[src/rtl/rf_frontend_sequencer.sv]
// rf_frontend_sequencer: RF front-end sequencing (detector warm-up, tone/FSK switch drive, shutdown); RF_SW_DEADTIME_EN adds break-before-make
module rf_frontend_sequencer #(
   parameter int NUM_SW     = 2,
   parameter int DIV_W      = 8,
   parameter int BIT_W      = 10,
   parameter int WARMUP_CYC = 16
) (
   input  logic              clock,
   input  logic              reset,
   input  logic              start,
   input  logic              stop,
   input  logic [1:0]        mode,
   input  logic [DIV_W-1:0]  half_period0,
   input  logic [DIV_W-1:0]  half_period1,
   input  logic [BIT_W-1:0]  bit_len,
   input  logic              data_bit,
   input  logic              data_valid,
   output logic              data_ready,
   output logic [NUM_SW-1:0] switch_control,
   output logic              envelop_detector_enable,
   output logic              listening,
   output logic              busy,
   output logic              underrun
);
   localparam int PW = $clog2(NUM_SW);
   localparam int WW = $clog2(WARMUP_CYC + 1);
   localparam logic [PW-1:0] LAST = PW'(NUM_SW - 1);
   localparam logic [NUM_SW-1:0] ONE = NUM_SW'(1);
   typedef enum logic [2:0] {IDLE, WARMUP, LISTEN, TONE, DATA} state_t;
   state_t state;
   logic [PW-1:0] phase, phase_nx;
   logic [DIV_W-1:0] step_cnt, hp0_q, hp1_q, hp_cur;
   logic [BIT_W-1:0] bit_cnt, bl_m1;
   logic [WW-1:0] warm_cnt;
   logic bit_q, bit_end, step;
`ifdef RF_SW_DEADTIME_EN
   logic dead;
`endif

   // active step interval, next phase and bit-boundary decode
   always_comb begin
      hp_cur = (state == DATA && bit_q) ? hp1_q : hp0_q;
      phase_nx = (phase == LAST) ? '0 : phase + 1'b1;
      bit_end = bit_cnt >= bl_m1;
`ifdef RF_SW_DEADTIME_EN
      step = (step_cnt >= hp_cur) && !dead;
`else
      step = step_cnt >= hp_cur;
`endif
   end

   // sequencer FSM with registered drive outputs
   always_ff @(posedge clock or negedge reset) begin
      if (!reset) begin
         state <= IDLE;
         phase <= '0;
         step_cnt <= '0;
         hp0_q <= '0;
         hp1_q <= '0;
         bit_cnt <= '0;
         bl_m1 <= '0;
         warm_cnt <= '0;
         bit_q <= 1'b0;
`ifdef RF_SW_DEADTIME_EN
         dead <= 1'b0;
`endif
         data_ready <= 1'b0;
         switch_control <= '0;
         envelop_detector_enable <= 1'b0;
         listening <= 1'b0;
         busy <= 1'b0;
         underrun <= 1'b0;
      end else begin
         data_ready <= 1'b0;
         if (stop) begin
            state <= IDLE;
            switch_control <= '0;
            envelop_detector_enable <= 1'b0;
            listening <= 1'b0;
            busy <= 1'b0;
         end else begin
            case (state)
               IDLE: if (start) begin
                  underrun <= 1'b0;
                  phase <= '0;
                  step_cnt <= '0;
                  bit_cnt <= '0;
                  warm_cnt <= '0;
                  hp0_q <= half_period0;
                  hp1_q <= half_period1;
                  bl_m1 <= (bit_len == '0) ? '0 : bit_len - 1'b1;
                  bit_q <= data_bit;
`ifdef RF_SW_DEADTIME_EN
                  dead <= 1'b0;
`endif
                  case (mode)
                     2'b01: begin
                        state <= WARMUP;
                        envelop_detector_enable <= 1'b1;
                        busy <= 1'b1;
                     end
                     2'b10: begin
                        state <= TONE;
                        switch_control <= ONE;
                        busy <= 1'b1;
                     end
                     2'b11: if (data_valid) begin
                        state <= DATA;
                        switch_control <= ONE;
                        busy <= 1'b1;
                        data_ready <= 1'b1;
                     end else underrun <= 1'b1;
                     default: ;
                  endcase
               end
               WARMUP: if (warm_cnt == WW'(WARMUP_CYC - 1)) begin
                  state <= LISTEN;
                  listening <= 1'b1;
               end else warm_cnt <= warm_cnt + 1'b1;
               LISTEN: ;
               TONE, DATA: if (state == DATA && bit_end && !data_valid) begin
                  state <= IDLE;
                  switch_control <= '0;
                  busy <= 1'b0;
                  underrun <= 1'b1;
               end else begin
                  if (state == DATA) begin
                     bit_cnt <= bit_end ? '0 : bit_cnt + 1'b1;
                     if (bit_end) begin
                        bit_q <= data_bit;
                        data_ready <= 1'b1;
                     end
                  end
                  if (step) phase <= phase_nx;
`ifdef RF_SW_DEADTIME_EN
                  dead <= step;
                  step_cnt <= (step_cnt >= hp_cur) ? '0 : step_cnt + 1'b1;
                  switch_control <= step ? '0 : ONE << phase;
`else
                  step_cnt <= step ? '0 : step_cnt + 1'b1;
                  switch_control <= ONE << (step ? phase_nx : phase);
`endif
               end
               default: state <= IDLE;
            endcase
         end
      end
   end
endmodule

[config.mk]
export PLATFORM = sky130hd
export DESIGN_NAME = rf_frontend_sequencer
export DESIGN_NICKNAME = d
export VERILOG_FILES = /design/src/rtl/rf_frontend_sequencer.sv
export SDC_FILE = /design/constraint.sdc
export NUM_CORES = 1
export LEC_CHECK = 0
export CORE_MARGIN = 2
export CORE_UTILIZATION = 52
export DETAILED_ROUTE_END_ITERATION = 16
export MAX_ROUTING_LAYER = met4
export PLACE_DENSITY_LB_ADDON = 0.08
export SLEW_MARGIN = 20
export SYNTH_ARGS = -nofsm -noshare
export SYNTH_HDL_FRONTEND = slang
export SYNTH_SLANG_ARGS = --single-unit
[constraint.sdc]
create_clock -name clock -period 8.2 [get_ports clock]
set_clock_uncertainty 0.2 [all_clocks]
set_input_delay 2.05 -clock clock [delete_from_list [all_inputs] [get_ports clock]]
set_output_delay 2.05 -clock clock [all_outputs]
set_load 0.05 [all_outputs]
; ---- After elaboration in Yosys (flattened, before gate mapping)
; Cells that the tools add are included.
[word_totals]
n_memories = 0
latchBits = 0
elab_cells = 136
inputBits = 34
out_inout_bits = 7
register_bits = 61
ramBits = 0
rom_bits = 0
[classes]
bitwise = 1
reduce_logical = 27
addsub = 5
shift = 1
eq_ne = 22
div = 0
order_cmp = 2
n_mul = 0
muxes = 63
[op_table]
columns = cell, count
row1 = $mux W10, 5
row2 = $mux W8, 4
row3 = $mux W1, 30
row4 = $pmux W10 S2, 1
row5 = $pmux W8 S2, 1
row6 = $reduce_and A4 Y1, 4
row7 = $mux W3, 5
row8 = $ne A2 B2 Y1 const B, 7
row9 = $reduce_bool A2 Y1, 7
row10 = $pmux W1 S2, 6
row11 = $pmux W3 S4, 1
row12 = $reduce_and A6 Y1, 2
row13 = $add A10 B1 Y10 const B, 1
row14 = $ge A10 B10 Y1, 1
row15 = $logic_not A10 Y1, 1
row16 = $mux W5, 2
row17 = $pmux W5 S2, 1
row18 = $reduce_and A5 Y1, 2
row19 = $sub A10 B1 Y10 const B, 1
row20 = $ne A3 B3 Y1 const B, 3
row21 = $pmux W3 S3, 1
row22 = $add A8 B1 Y8 const B, 1
row23 = $ge A8 B8 Y1, 1
row24 = $mux W2, 4
row25 = other kinds (21), 29

; ---- Logic depth before layout (Yosys ltp)
[depth]
word_depth = 9
depth_mapped = 12
depth_no_buf = 10

; ---- Worst setup path before layout
; No wires, ideal clock.
[synth_timing]
path_type = input-to-reg
start = input bit_len[4]
end = register bl_m1[1]
required_ps = 7851
arrival_ps = 3586
slack_ps = 4265
cell_stages = 4
setup_time_ps = 149
n_path_buf = 0
path_cell_list = or4_1 -> or4_1 -> o31ai_2 -> o22ai_1
[synth_between]
elab_chain_len = 2
[synth_rtl]
columns = element, line
row1 = "start, declared", 15  ; input logic [BIT_W-1:0] bit_len,
row2 = $logic_not A10 Y1, 91  ; bl_m1 <= (bit_len == '0) ? '0 : bit_len - 1'b1;
row3 = $mux W10, 91
row4 = "end signal, assigned", 91
row5 = "end, declared", 33  ; logic [BIT_W-1:0] bit_cnt, bl_m1;
; No other way between the ends.
; A chain may end at the register's enable or synchronous reset.

; ---- Worst setup path in the final report
[layout_timing]
start = input stop
end = register bit_q
[layout_between]
elab_chain_len = 2
[layout_rtl]
columns = element, line
row1 = "start, declared", 11  ; input logic stop,
row2 = $not A1 Y1 (no source line), -
row3 = $reduce_and A6 Y1 (no source line), -
row4 = "end signal, assigned", 92  ; bit_q <= data_bit;
row5 = "end signal, assigned", 130  ; bit_q <= data_bit;
row6 = "end, declared", 35  ; logic bit_q, bit_end, step;
; No other way between the ends.

==> flow_metrics.py <==
metrics = {
    "floorplanning": {
        "core_mm2": 0.00672,
        "chipHeight_um": 87,
        "rows": 30,
        "die_w_um": 87,
        "dieArea_mm2": 0.00757,
        "io-pin-count": 41,
        "start_util_pct": 53.3,
    },
    "logic_synthesis": {
        "ys_warn_count": 0,
        "ys_ff_latch": 61,
        "syn_inst": 395,
        "synth_edf_count": 0,
        "syn-cell-area_mm2": 0.00358,
        "avgSynthCellArea_um2": 9.07,
        "syn_nets": 456,
        "yosys.area_share.simple_pct": 22.0,
        "synth_top_family_by_area": "simple AND/OR/NAND/NOR gates",
        "ys_types": 48,
        "synth.area.mux_share_pct": 4.40,
        "ys.flop_type": "dfrtp_1",
        "synth_compound_area_share_pct": 16.1,
        "synthAdderAreaFrac_pct": 9.43,
        "synth_xor_area_share_pct": 2.20,
        "async_reset_ff_share_pct": 100,
        "seq_area_frac_synth_pct": 42.6,
    },
    "sta": {
        "period_share_pct": 57.0,
        "slew_headroom_pct": 29.1,
        "hold_violations": 0,
        "holdWs_ns": 0.275,
        "worst_pin_slew_ns": 1.05,
        "report.final.slew_viol_count": 0,
        "period_needed_ns": 4.67,
        "setup_viol": 0,
        "setup_tns_ns": 0,
        "grt_setup_unrepaired": "false",
        "clock.fmax_ghz": 0.214,
    },
    "clocking": {
        "hold_buffers": 0,
        "clk_path_buf_depth": 2,
        "root_buffer": "clkbuf_8",
        "cts_setup_buffers": 0,
        "clkTransAtPathRegs_ns": 0.07,
        "cts-resized-gates": 0,
        "cts_buffers": 9,
        "clkLatencyLatePin_ns": 0.33,
        "cts_tree": "built",
        "cts_sinks": 61,
        "htreeDepth": 3,
    },
    "global_routing": {
        "grt_use_total_pct": 23.3,
        "antenna_found_initial": 0,
        "first_global_vias": 2980,
        "grt_pass1_wl_mm": 13.6,
        "overflow": 0,
        "grt_max_degree": 62,
    },
    "route": {
        "wl_mm": 7.92,
        "first_pass_iters": 4,
        "wire_per_inst_um": 15.2,
        "drtIter0Drc": 134,
        "drc": 0,
        "post_drt_via_cell_ratio": 5.83,
        "vias": 3038,
        "ant_nets": 0,
    },
    "final_layout": {
        "fin_area_mm2": 0.00425,
        "drive_gt1_share_pct": 7.03,
        "fin_cells": 521,
        "nNetsFinal": 498,
        "antenna_cells": 0,
        "syn_to_final_growth_pct": 18.7,
        "layout_commonest_cell": "nand2_1",
        "final_cell_mix": "71 x nand2_1, 61 x dfrtp_1, 39 x clkdlybuf4s50_1, 27 x ha_1, 25 x o21ai_0",
    },
    "placement": {
        "dp_cells": 506,
        "io_buffer_count": 40,
        "post-dp-hpwl_mm": 5.80,
        "routabilityCongestion": 0.825,
        "placed_cell_area_mm2": 0.00405,
    },
    "critical_path": {
        "worstSetupStartpointType": "input port",
        "cp.arrival_ns": 4.68,
        "slowest_stage": "clkdlybuf4s50_1",
        "endpoint_kind": "flop",
        "crit_chain": "clkdlybuf4s50_1, or3_4, nor2_1, nand2_1, o21ai_0, mux2_2",
        "crit_required_ns": 8.21,
        "crit_type": "in -> reg",
        "cp_max_fo": 22,
        "slowest_delay_ns": 0.62,
    },
    "power_and_ir_drop": {
        "vdd_drop_max_uv": 143,
        "fin_total_pwr_mw": 1.12,
        "power_density_mw_per_mm2": 265,
        "p_leak_nw": 1.93,
    },
    "flow_run": {
        "max-cap-violations": 0,
    },
    "hold_path": {
        "min_path_type": "reg -> reg",
    },
    "run_status": {
        "status": "completed",
    },
}
-- final timing paths --
path | from | end | slack [ns] | depth (start not counted)
setup / recovery | stop | bit_q | 3.53 | 6
hold / removal | hp0_q[4] | hp0_q[4] | 0.27 | 2
setup reg to reg | state[0] | switch_control[0] | 4.03 | 10
hold reg to reg | hp0_q[4] | hp0_q[4] | 0.27 | 2
max in group asynchronous | reset | bit_q | 5.62 | 2
min in group asynchronous | reset | step_cnt[6] | 1.67 | 2
-- state kept, by name, indices dropped and copies added, names as in the netlist, 2 cells and up --
name and cells:
state 3, bl_m1 10, hp0_q 8, warm_cnt 5, hp1_q 8, switch_control 2
bit_cnt 10, step_cnt 8
-- metal layers --
layer	track usage, %	share of wire [%]	vias to the layer above
met5	-	0	-
met4	9.38	2.8	0
met3	3.79	3.7	22
met2	35.9	47	74
met1	30.8	46	1437
li1	-	-	1505
-- worst max-delay path: cells and delay by family --
family	cells	cell delay (ns)
AND/OR/NAND/NOR	3	1.16
buffers and inverters	1	0.62
AO/OA/AOI/OAI	1	0.45
multiplexers	1	0.39
-- cell families (layout without fill, tap and decap cells) --
kind of cell	Yosys count	in the layout
simple gates	163	163
compound gates	89	89
flops	61	61
buf+inv	31	77
fa+ha+maj	27	27
mux	15	15
xor+xnor	9	9
-- synthesized netlist by cell type, drive strengths merged (5+ instances only) --
master  count  area, um^2
a21oi      17        85.1
and3        7        43.8
clkbuf     11        41.3
dfrtp      61        1530
ha         27         338
inv        20        75.1
mux2        6        67.6
mux2i       9        90.1
nand2      71         267
nand2b      5        31.3
nand3       7        35.0
nand4       6        37.5
nor2       24        92.6
nor3       13        65.1
nor4        5        31.3
o21ai      28         140
o22ai       7        43.8
o31ai       7        57.6
or3         8        60.1
xnor2       5        43.8
-- final cells by class --
type                            count  area, um^2
Tap cell                           80         100
Timing Repair Buffer               42         410
Sequential cell                    61        1530
Fill cell                         577        2470
Clock inverter                      4        47.5
Multi-Input combinational cell    303        1940
Inverter                           20        75.1
Clock buffer                       11         151
-- power breakdown --
| part | leakage, nW | internal, mW | switching (mW) |
|---|---|---|---|
| combinational | 1.03 | 0.169 | 0.237 |
| clock | 0.101 | 0.154 | 0.117 |
| sequential | 0.798 | 0.387 | 0.0596 |
-- through the flow --
step / worst slack [ns] / util [%]
3_3_place_gp: 3.28 / 60.3
2_1_floorplan: 4.27 / -
3_5_place_dp: 3.19 / 60.3
4_1_cts: 3.51 / 63.3
5_1_grt: 3.29 / 63.3
6_report: 3.53 / 63.3
Power figures use the tool's default switching activity.
